==> src/rtl/uart_frame_decoder_if.sv <==
// Byte-in / payload-out bundle for the frame decoder; slave is the decoder's view.
interface uart_frame_decoder_if #(
  parameter int DATA_BITS = 8
);
  logic                 rx_valid;
  logic [DATA_BITS-1:0] rx_data;
  logic [DATA_BITS-1:0] tx_data;
  logic                 tx_valid;
  logic                 tx_ready;
  logic                 frame_done;
  logic                 frame_err;
  logic [1:0]           err_code;
  logic                 rx_drop;
  logic                 busy;

  modport master (
    output rx_valid, rx_data, tx_ready,
    input  tx_data, tx_valid, frame_done, frame_err, err_code, rx_drop, busy
  );

  modport slave (
    input  rx_valid, rx_data, tx_ready,
    output tx_data, tx_valid, frame_done, frame_err, err_code, rx_drop, busy
  );
endinterface

==> src/rtl/uart_frame_decoder.sv <==
// Checks SYNC/LEN/payload/XOR-CHK framing and buffers the payload until the checksum passes.
// First tx byte one cycle after CHK; tx_data holds while tx_ready=0, and bytes arriving during SEND are dropped.
module uart_frame_decoder #(
  parameter int                   DATA_BITS = 8,
  parameter int                   MAX_LEN   = 16,
  parameter logic [DATA_BITS-1:0] SYNC      = 8'hA5,
  parameter int                   TIMEOUT   = 4096
) (
  input logic                  clk,
  input logic                  n_rst,
  uart_frame_decoder_if.slave  bus
);
  localparam int IW = $clog2(MAX_LEN + 1);
  localparam int AW = $clog2(MAX_LEN);
  localparam int CW = $clog2(TIMEOUT);
  localparam logic [DATA_BITS-1:0] LEN_MAX_B = DATA_BITS'(MAX_LEN);
  localparam logic [CW-1:0]        TO_LAST   = CW'(TIMEOUT - 1);

  typedef enum logic [2:0] {S_HUNT, S_LEN, S_PAYLOAD, S_CHECK, S_SEND} state_t;
  state_t state, state_d;

  logic [DATA_BITS-1:0] mem [MAX_LEN];
  logic [IW-1:0]        len_q, wr_idx, rd_idx;
  logic [DATA_BITS-1:0] acc;
  logic [CW-1:0]        to_cnt;
  logic [DATA_BITS-1:0] tx_data_q;
  logic                 tx_valid_q, frame_done_q, frame_err_q, rx_drop_q, busy_q;
  logic [1:0]           err_code_q;

  logic       timeout, xfer, last, len_ok;
  logic       tx_valid_d, frame_done_d, frame_err_d, rx_drop_d;
  logic [1:0] err_code_d;

  assign timeout = !bus.rx_valid && (to_cnt == TO_LAST) &&
                   (state inside {S_LEN, S_PAYLOAD, S_CHECK});
  assign xfer    = (state == S_SEND) && tx_valid_q && bus.tx_ready;
  assign last    = (rd_idx == (len_q - IW'(1)));
  assign len_ok  = (bus.rx_data != '0) && (bus.rx_data <= LEN_MAX_B);

  always_ff @(posedge clk or negedge n_rst) begin
    if (!n_rst) state <= S_HUNT;
    else        state <= state_d;
  end

  always_comb begin
    state_d      = state;
    tx_valid_d   = tx_valid_q;
    frame_done_d = 1'b0;
    frame_err_d  = 1'b0;
    rx_drop_d    = 1'b0;
    err_code_d   = err_code_q;
    case (state)
      S_HUNT: begin
        if (bus.rx_valid && (bus.rx_data == SYNC)) state_d = S_LEN;
      end
      S_LEN: begin
        if (bus.rx_valid) begin
          if (len_ok) begin
            state_d = S_PAYLOAD;
          end else begin
            state_d     = S_HUNT;
            frame_err_d = 1'b1;
            err_code_d  = 2'b01;
          end
        end
      end
      S_PAYLOAD: begin
        if (bus.rx_valid && ((wr_idx + IW'(1)) == len_q)) state_d = S_CHECK;
      end
      S_CHECK: begin
        if (bus.rx_valid) begin
          if (bus.rx_data == acc) begin
            state_d    = S_SEND;
            tx_valid_d = 1'b1;
          end else begin
            state_d     = S_HUNT;
            frame_err_d = 1'b1;
            err_code_d  = 2'b10;
          end
        end
      end
      S_SEND: begin
        rx_drop_d = bus.rx_valid;
        if (xfer && last) begin
          state_d      = S_HUNT;
          tx_valid_d   = 1'b0;
          frame_done_d = 1'b1;
        end
      end
      default: state_d = S_HUNT;
    endcase
    if (timeout) begin
      state_d     = S_HUNT;
      frame_err_d = 1'b1;
      err_code_d  = 2'b11;
    end
  end

  always_ff @(posedge clk or negedge n_rst) begin
    if (!n_rst) begin
      for (int i = 0; i < MAX_LEN; i++) mem[i] <= '0;
      len_q        <= '0;
      wr_idx       <= '0;
      rd_idx       <= '0;
      acc          <= '0;
      to_cnt       <= '0;
      tx_data_q    <= '0;
      tx_valid_q   <= 1'b0;
      frame_done_q <= 1'b0;
      frame_err_q  <= 1'b0;
      rx_drop_q    <= 1'b0;
      err_code_q   <= 2'b00;
      busy_q       <= 1'b0;
    end else begin
      tx_valid_q   <= tx_valid_d;
      frame_done_q <= frame_done_d;
      frame_err_q  <= frame_err_d;
      rx_drop_q    <= rx_drop_d;
      err_code_q   <= err_code_d;
      busy_q       <= (state_d != S_HUNT);

      // Any byte restarts the inter-byte gap; the counter only runs mid-frame.
      if (bus.rx_valid || timeout || state == S_HUNT || state == S_SEND) to_cnt <= '0;
      else                                                              to_cnt <= to_cnt + CW'(1);

      if (bus.rx_valid) begin
        case (state)
          S_LEN: if (len_ok) begin
            len_q  <= IW'(bus.rx_data);
            acc    <= bus.rx_data;
            wr_idx <= '0;
          end
          S_PAYLOAD: begin
            mem[wr_idx[AW-1:0]] <= bus.rx_data;
            acc                 <= acc ^ bus.rx_data;
            wr_idx              <= wr_idx + IW'(1);
          end
          S_CHECK: if (bus.rx_data == acc) begin
            rd_idx    <= '0;
            tx_data_q <= mem[0];
          end
          default: ;
        endcase
      end

      if (xfer && !last) begin
        rd_idx    <= rd_idx + IW'(1);
        tx_data_q <= mem[rd_idx[AW-1:0] + AW'(1)];
      end
    end
  end

  assign bus.tx_data    = tx_data_q;
  assign bus.tx_valid   = tx_valid_q;
  assign bus.frame_done = frame_done_q;
  assign bus.frame_err  = frame_err_q;
  assign bus.err_code   = err_code_q;
  assign bus.rx_drop    = rx_drop_q;
  assign bus.busy       = busy_q;
endmodule
==> src/flat_wrapper.sv <==
// flat-port wrapper written by rule: the top's interface ports become plain ports
module uart_frame_decoder_flat 
#(
  parameter int                   DATA_BITS = 8,
  parameter int                   MAX_LEN   = 16,
  parameter logic [DATA_BITS-1:0] SYNC      = 8'hA5,
  parameter int                   TIMEOUT   = 4096
)
  (clk, n_rst, bus_rx_valid, bus_rx_data, bus_tx_ready, bus_tx_data, bus_tx_valid, bus_frame_done, bus_frame_err, bus_err_code, bus_rx_drop, bus_busy);
  uart_frame_decoder_if #(.DATA_BITS(DATA_BITS)) bus_i ();
  input logic clk;
  input logic n_rst;
  input wire logic [$bits(bus_i.rx_valid)-1:0] bus_rx_valid;
  input wire logic [$bits(bus_i.rx_data)-1:0] bus_rx_data;
  input wire logic [$bits(bus_i.tx_ready)-1:0] bus_tx_ready;
  output wire logic [$bits(bus_i.tx_data)-1:0] bus_tx_data;
  output wire logic [$bits(bus_i.tx_valid)-1:0] bus_tx_valid;
  output wire logic [$bits(bus_i.frame_done)-1:0] bus_frame_done;
  output wire logic [$bits(bus_i.frame_err)-1:0] bus_frame_err;
  output wire logic [$bits(bus_i.err_code)-1:0] bus_err_code;
  output wire logic [$bits(bus_i.rx_drop)-1:0] bus_rx_drop;
  output wire logic [$bits(bus_i.busy)-1:0] bus_busy;
  assign bus_i.rx_valid = bus_rx_valid;
  assign bus_i.rx_data = bus_rx_data;
  assign bus_i.tx_ready = bus_tx_ready;
  assign bus_tx_data = bus_i.tx_data;
  assign bus_tx_valid = bus_i.tx_valid;
  assign bus_frame_done = bus_i.frame_done;
  assign bus_frame_err = bus_i.frame_err;
  assign bus_err_code = bus_i.err_code;
  assign bus_rx_drop = bus_i.rx_drop;
  assign bus_busy = bus_i.busy;
  uart_frame_decoder #(.DATA_BITS(DATA_BITS), .MAX_LEN(MAX_LEN), .SYNC(SYNC), .TIMEOUT(TIMEOUT)) u_core (.clk(clk), .n_rst(n_rst), .bus(bus_i));
endmodule
==> config.mk <==
export PLATFORM = sky130hd
export DESIGN_NAME = uart_frame_decoder_flat
export DESIGN_NICKNAME = d
export VERILOG_FILES = /design/src/rtl/uart_frame_decoder_if.sv /design/src/rtl/uart_frame_decoder.sv /design/src/flat_wrapper.sv
export SDC_FILE = /design/constraint.sdc
export NUM_CORES = 1
export LEC_CHECK = 0
export CAP_MARGIN = 30
export CELL_PAD_IN_SITES_DETAIL_PLACEMENT = 1
export CELL_PAD_IN_SITES_GLOBAL_PLACEMENT = 1
export CORE_UTILIZATION = 48
export CTS_BUF_LIST = sky130_fd_sc_hd__clkbuf_4 sky130_fd_sc_hd__clkbuf_8
export DETAILED_ROUTE_END_ITERATION = 7
export HOLD_SLACK_MARGIN = 0.05
export PLACE_DENSITY_LB_ADDON = 0.25
export SLEW_MARGIN = 20
export SYNTH_ARGS = -nofsm -noshare
export SYNTH_HDL_FRONTEND = slang
export SYNTH_SLANG_ARGS = --single-unit
==> constraint.sdc <==
create_clock -name clk -period 2.28 [get_ports clk]
set_input_delay 0.456 -clock clk [delete_from_list [all_inputs] [get_ports clk]]
set_output_delay 0.456 -clock clk [all_outputs]
set_load 0.05 [all_outputs]
[Word-level counts from Yosys, hierarchy flattened]
Cells that the tools add are included.
Storage, ports and cells
  bits in registers: 181
  word-level logic and storage cells: 136
Operators by class
  add/subtract/negate cells: 5
  order comparisons: 4
  eq/ne operators: 17
  multiplexer cells: 47
  bitwise gates (word level): 3
  reductions and logical operators: 31
Operators by type and width (number)
  128-bit bitwise mux: 1
  8-bit 2-to-1 mux: 8
  8-bit binary-select mux with 4-bit select: 1
  8-bit demux with 4-bit select: 1
  5-bit 2-to-1 mux: 5
  3-bit 2-to-1 mux: 7
  8-bit one-hot mux with 2 select lines: 1
  3-bit one-hot mux with 5 select lines: 1
  12-bit by 1-bit adder with 12-bit output (second input constant): 1
  12-bit equality test (second input constant): 1
  12-bit 2-to-1 mux: 1
  2-bit 2-to-1 mux: 6
  3-bit by 2-bit inequality test with 1-bit output (second input constant): 4
  1-bit 2-to-1 mux: 11
  5-bit by 1-bit adder with 5-bit output (second input constant): 2
  5-bit equality test: 2
  5-bit greater-or-equal comparator (second input constant): 2
  1-bit logical AND: 10
  4-bit NOT with 5-bit output: 2
  5-bit one-hot mux with 2 select lines: 1
  2-bit nonzero test: 5
  3-bit AND reduction: 3
  3-bit nonzero test: 3
  8-bit equality test: 1
  20 further kinds: 27

[Longest topological paths before layout]
  depth after elaboration: 8
  depth in mapped cells: 8

[Least setup slack after synthesis]
Ideal clock, no wire load.
  path kind: reg2reg
  from: register u_core.rd_idx[1]
  to: register u_core.tx_data_q[4], in the netlist u_core.bus.tx_data[4]
  arrival time: 2086 ps
  required time: 2154 ps
  slack: 68 ps
  cell stages (with the launch flop): 8
  clock period less this slack: 2212 ps
  path through: dfrtp_1 ha_1 clkbuf_1 clkbuf_1 mux4_2 a211oi_1 a211oi_1 a221o_1
On the way
  cells in the longest elaborated chain, start to end: 6
  elaborated cells between the ends (all ways): 13
  those cells by class: add/sub: 1; eq/ne: 1; mux: 4; bitwise: 1; reduce/logical: 6
RTL lines
  start: declaration: RTL line uart_frame_decoder.sv:23  | logic [IW-1:0] len_q, wr_idx, rd_idx;
  start signal: assignment: RTL line uart_frame_decoder.sv:147  | rd_idx <= rd_idx + IW'(1);
  4-bit by 1-bit adder with 4-bit output: RTL line uart_frame_decoder.sv:148  | tx_data_q <= mem[rd_idx[AW-1:0] + AW'(1)];
  4-bit NOT with 5-bit output (implied by the code): RTL line uart_frame_decoder.sv:148
  8-bit binary-select mux with 4-bit select: RTL line uart_frame_decoder.sv:148
  8-bit 2-to-1 mux (implied by the code) (2 in a row): RTL line uart_frame_decoder.sv:148
  8-bit 2-to-1 mux: RTL line uart_frame_decoder.sv:146  | if (xfer && !last) begin
  end signal: assignment: RTL line uart_frame_decoder.sv:140  | tx_data_q <= mem[0];
  end signal: assignment: RTL line uart_frame_decoder.sv:148
  end: declaration: RTL line uart_frame_decoder.sv:26  | logic [DATA_BITS-1:0] tx_data_q;
Parallel ways exist; a longest one is shown, timed or not. The select of a mux whose other input is x is not followed.
A chain may end at the register's enable or synchronous reset.

[Worst setup path in the final report]
  from: register u_core.rd_idx[0]
  to: register u_core.tx_data_q[1], in the netlist u_core.bus.tx_data[1]
Same word-level chain as after synthesis.

==> reports/qor.yml <==
status:
  outcome: "finished clean"
setup_path:
  critPathRequiredTime_ps: 2650
  slowest_delay_ps: 460
  worstReg2RegStart: "u_core.rd_idx[0]$_DFFE_PN0P_"
  path_common_cell: "a211oi_1"
  cp_max_fo: 10
  path_cells: "ha_4, buf_12, mux4_1, nor2b_1, a211oi_1, buf_4, a211oi_1, a221o_1"
  cp-end-kind: "flop"
  path_class: "reg -> reg"
  worstSetupStartpoint: "u_core.rd_idx[0]$_DFFE_PN0P_"
  slowest_stage: "dfrtp_2"
  arrival_ps: 2580
  start_kind: "flop"
timing:
  fmax_mhz: 452
  finalSetupViolCount: 0
  worst_slew_pin_slew_ps: 579
  grt_setup_unrepaired: "no"
  finalCritPeriodShare_pct: 97.0
  layout_min_cycle_time_ps: 2210
  whs_ps: 485
  hold_viol_final: 0
  slew_violations: 0
  slew_headroom_pct: 61.4
  fin_skew_ps: 21.3
die:
  ios: 27
  die_area_um2: 18700
  rows: 48
  die_w_um: 137
  die_h_um: 137
  coreArea_um2: 17500
  initial_utilization_pct: 49.7
yosys:
  synth.most_common_cell: "dfrtp_1"
  yosysTopAreaCell: "dfrtp_1"
  yosys-top-cells-count: "dfrtp_1 (181), mux2_2 (133), nand3_1 (32), mux4_2 (25), nor2_1 (25)"
  netlist_area_um2: 8720
  syn_nets: 659
  synth_edf_count: 0
  avgSynthCellArea_um2: 13.6
  synth_ff_type: "dfrtp_1"
  yosys_warnings: 0
  synth.top_cell.area_share_pct: 51.9
  ys_ff_latch: 181
  seq_area_frac_synth_pct: 51.9
  synthTopCellsByArea: "dfrtp_1 (52%), mux2_2 (17%), mux4_2 (6.5%), mux4_1 (2.1%), xnor2_1 (2.0%)"
  ys_async_sr_fraction_pct: 100
  synth.distinct_cells: 50
  synth_cells: 640
drt:
  wl_met1_mm: 9.78
  first_pass_iters: 4
  wl_per_cell_um: 23.8
  top_layer: "met4"
  postRouteAntennaNets: 0
  vias: 5767
  drc: 0
  wl_met2_mm: 12.0
  wirelength_mm: 22.9
  met3_wirelength_um: 753
  viasPerCell: 5.99
  drt_iter0_drc: 303
place:
  dp_hpwl_mm: 15.6
  port_buffers: 26
  gp_congestion: 0.848
grt:
  grt_usage_pct: 27.0
  overflow: 0
  grt_pass1_vias: 6332
  grt_first_pass_wirelength_mm: 36.6
  antenna_found_initial: 0
  grt_max_degree: 58
finish:
  drive_gt1_share_pct: 38.8
  area_delta_synth_final_pct: 16.9
  diodes: 0
  layout.nets: 743
cts:
  clockBufferDepth: 2
  clock_latency_ps: 490
  cts_tree: "yes"
  cts_root_buf: "clkbuf_8"
  clkSinkCount: 181
  cts_buffers: 17
  htree_levels: 4
  clk_pin_slew_ps: 110
power_and_ir_drop:
  p_leak_nw: 4.98
  total_power_mw: 5.71
  pwr_density_cell_nw_per_um2: 560
  ir_worst_vdd_uv: 391
hold_path:
  holdCritPathClass: "in -> async"
job:
  cap_violations: 0
-- worst max-delay path: cells and delay by family, from the launching register on --
kind | cells | cell delay [ps]
buffers and inverters | 2 | 310
AO/OA/AOI/OAI | 3 | 540
multiplexers | 1 | 320
flip-flops | 1 | 460
adder cells (fa/ha/maj) | 1 | 300
AND/OR/NAND/NOR | 1 | 160
-- per-layer routing --
metal  vias up  global-route usage [%]
met5         -                       0
met1      3077                    34.0
met3        36                    5.67
met2       116                    46.5
li1       2538                       -
met4         0                    8.85
-- logic make-up (layout without fill, tap and decap cells) --
kind of cell | Yosys count | after routing | share of synthesized area, %
and+or+nand+nor | 125 | 125 | 7.86
buffers and inverters | 52 | 149 | 3.04
AOI/OAI and AO/OA | 67 | 67 | 5.82
muxes | 174 | 174 | 26.8
adders and majority gates | 7 | 7 | 1.00
DFF | 181 | 181 | 51.9
xor gates and xnor gates | 34 | 34 | 3.59
-- cell type report --
type | count | area (um2)
clock buffer | 18 | 241
clock inverter | 14 | 143
fill | 1758 | 7340
inverter | 9 | 33.8
multi-input combinational | 407 | 3980
sequential | 181 | 4530
tap | 225 | 282
timing repair buffer | 108 | 983
-- final timing paths --
path                                                       to  slack (ps)  cells after the start
max                         u_core.bus.tx_data[1]$_DFFE_PN0P_          70                      8
min reg2reg                        u_core.mem[57]$_DFFE_PN0P_         510                      1
max in group asynchronous         u_core.mem[116]$_DFFE_PN0P_        1070                      3
min                        u_core.bus.err_code[0]$_DFFE_PN0P_         490                      2
max reg2reg                 u_core.bus.tx_data[1]$_DFFE_PN0P_          70                      8
min in group clk                   u_core.mem[57]$_DFFE_PN0P_         510                      1
-- through the flow --
stage	setup WS [ps]	util, %	std cells	TNS [ps]	instance area (um2)
final	67.8	58.1	962	0	10200
after global routing	10.5	58.1	962	0	10200
after CTS	10.1	57.6	954	0	10100
after detailed placement	-150	55.3	921	-1500	9690
after global placement	-19.9	55.3	921	-168	9690
after floorplan	68.2	-	640	0	8720
-- power breakdown --
group	internal, mW	total, mW	leakage, nW	switching [mW]
clock network	0.911	2.18	0.186	1.27
registers	3.22	3.24	2.52	0.0150
logic	0.103	0.294	2.27	0.191
total	4.24	5.71	4.98	1.48
-- layout by cell type, fill, tap and decap left out, drive strengths merged, types with 8 or more instances in the layout --
cell,count
a21o,9
nand2,14
mux4,32
mux2,133
xor2,13
o21ai,8
nand4,8
mux2i,9
buf,82
a211oi,16
nor2,25
nand3,32
a221o,8
clkdlybuf4s50,25
dfrtp,181
xnor2,20
inv,17
o211a,8
clkbuf,18
nor2b,14
-- timing repair --
item,4_1_cts,5_1_grt
hold endpoints to repair,51,0
hold buffers,1,0
setup buffers,0,8
gates resized for setup,4,6
gates cloned,0,0
endpoints found under the setup margin,10,10
pin swaps,0,0
-- state kept, by name, summed over array words and instances (netlist names), 2 cells and up --
signal               flops
u_core.to_cnt           12
u_core.state             3
u_core.bus.err_code      2
u_core.acc               8
u_core.wr_idx            5
u_core.bus.tx_data       8
u_core.rd_idx            5
u_core.len_q             5
u_core.mem             128
No activity file was read; power rests on OpenSTA's default activity.
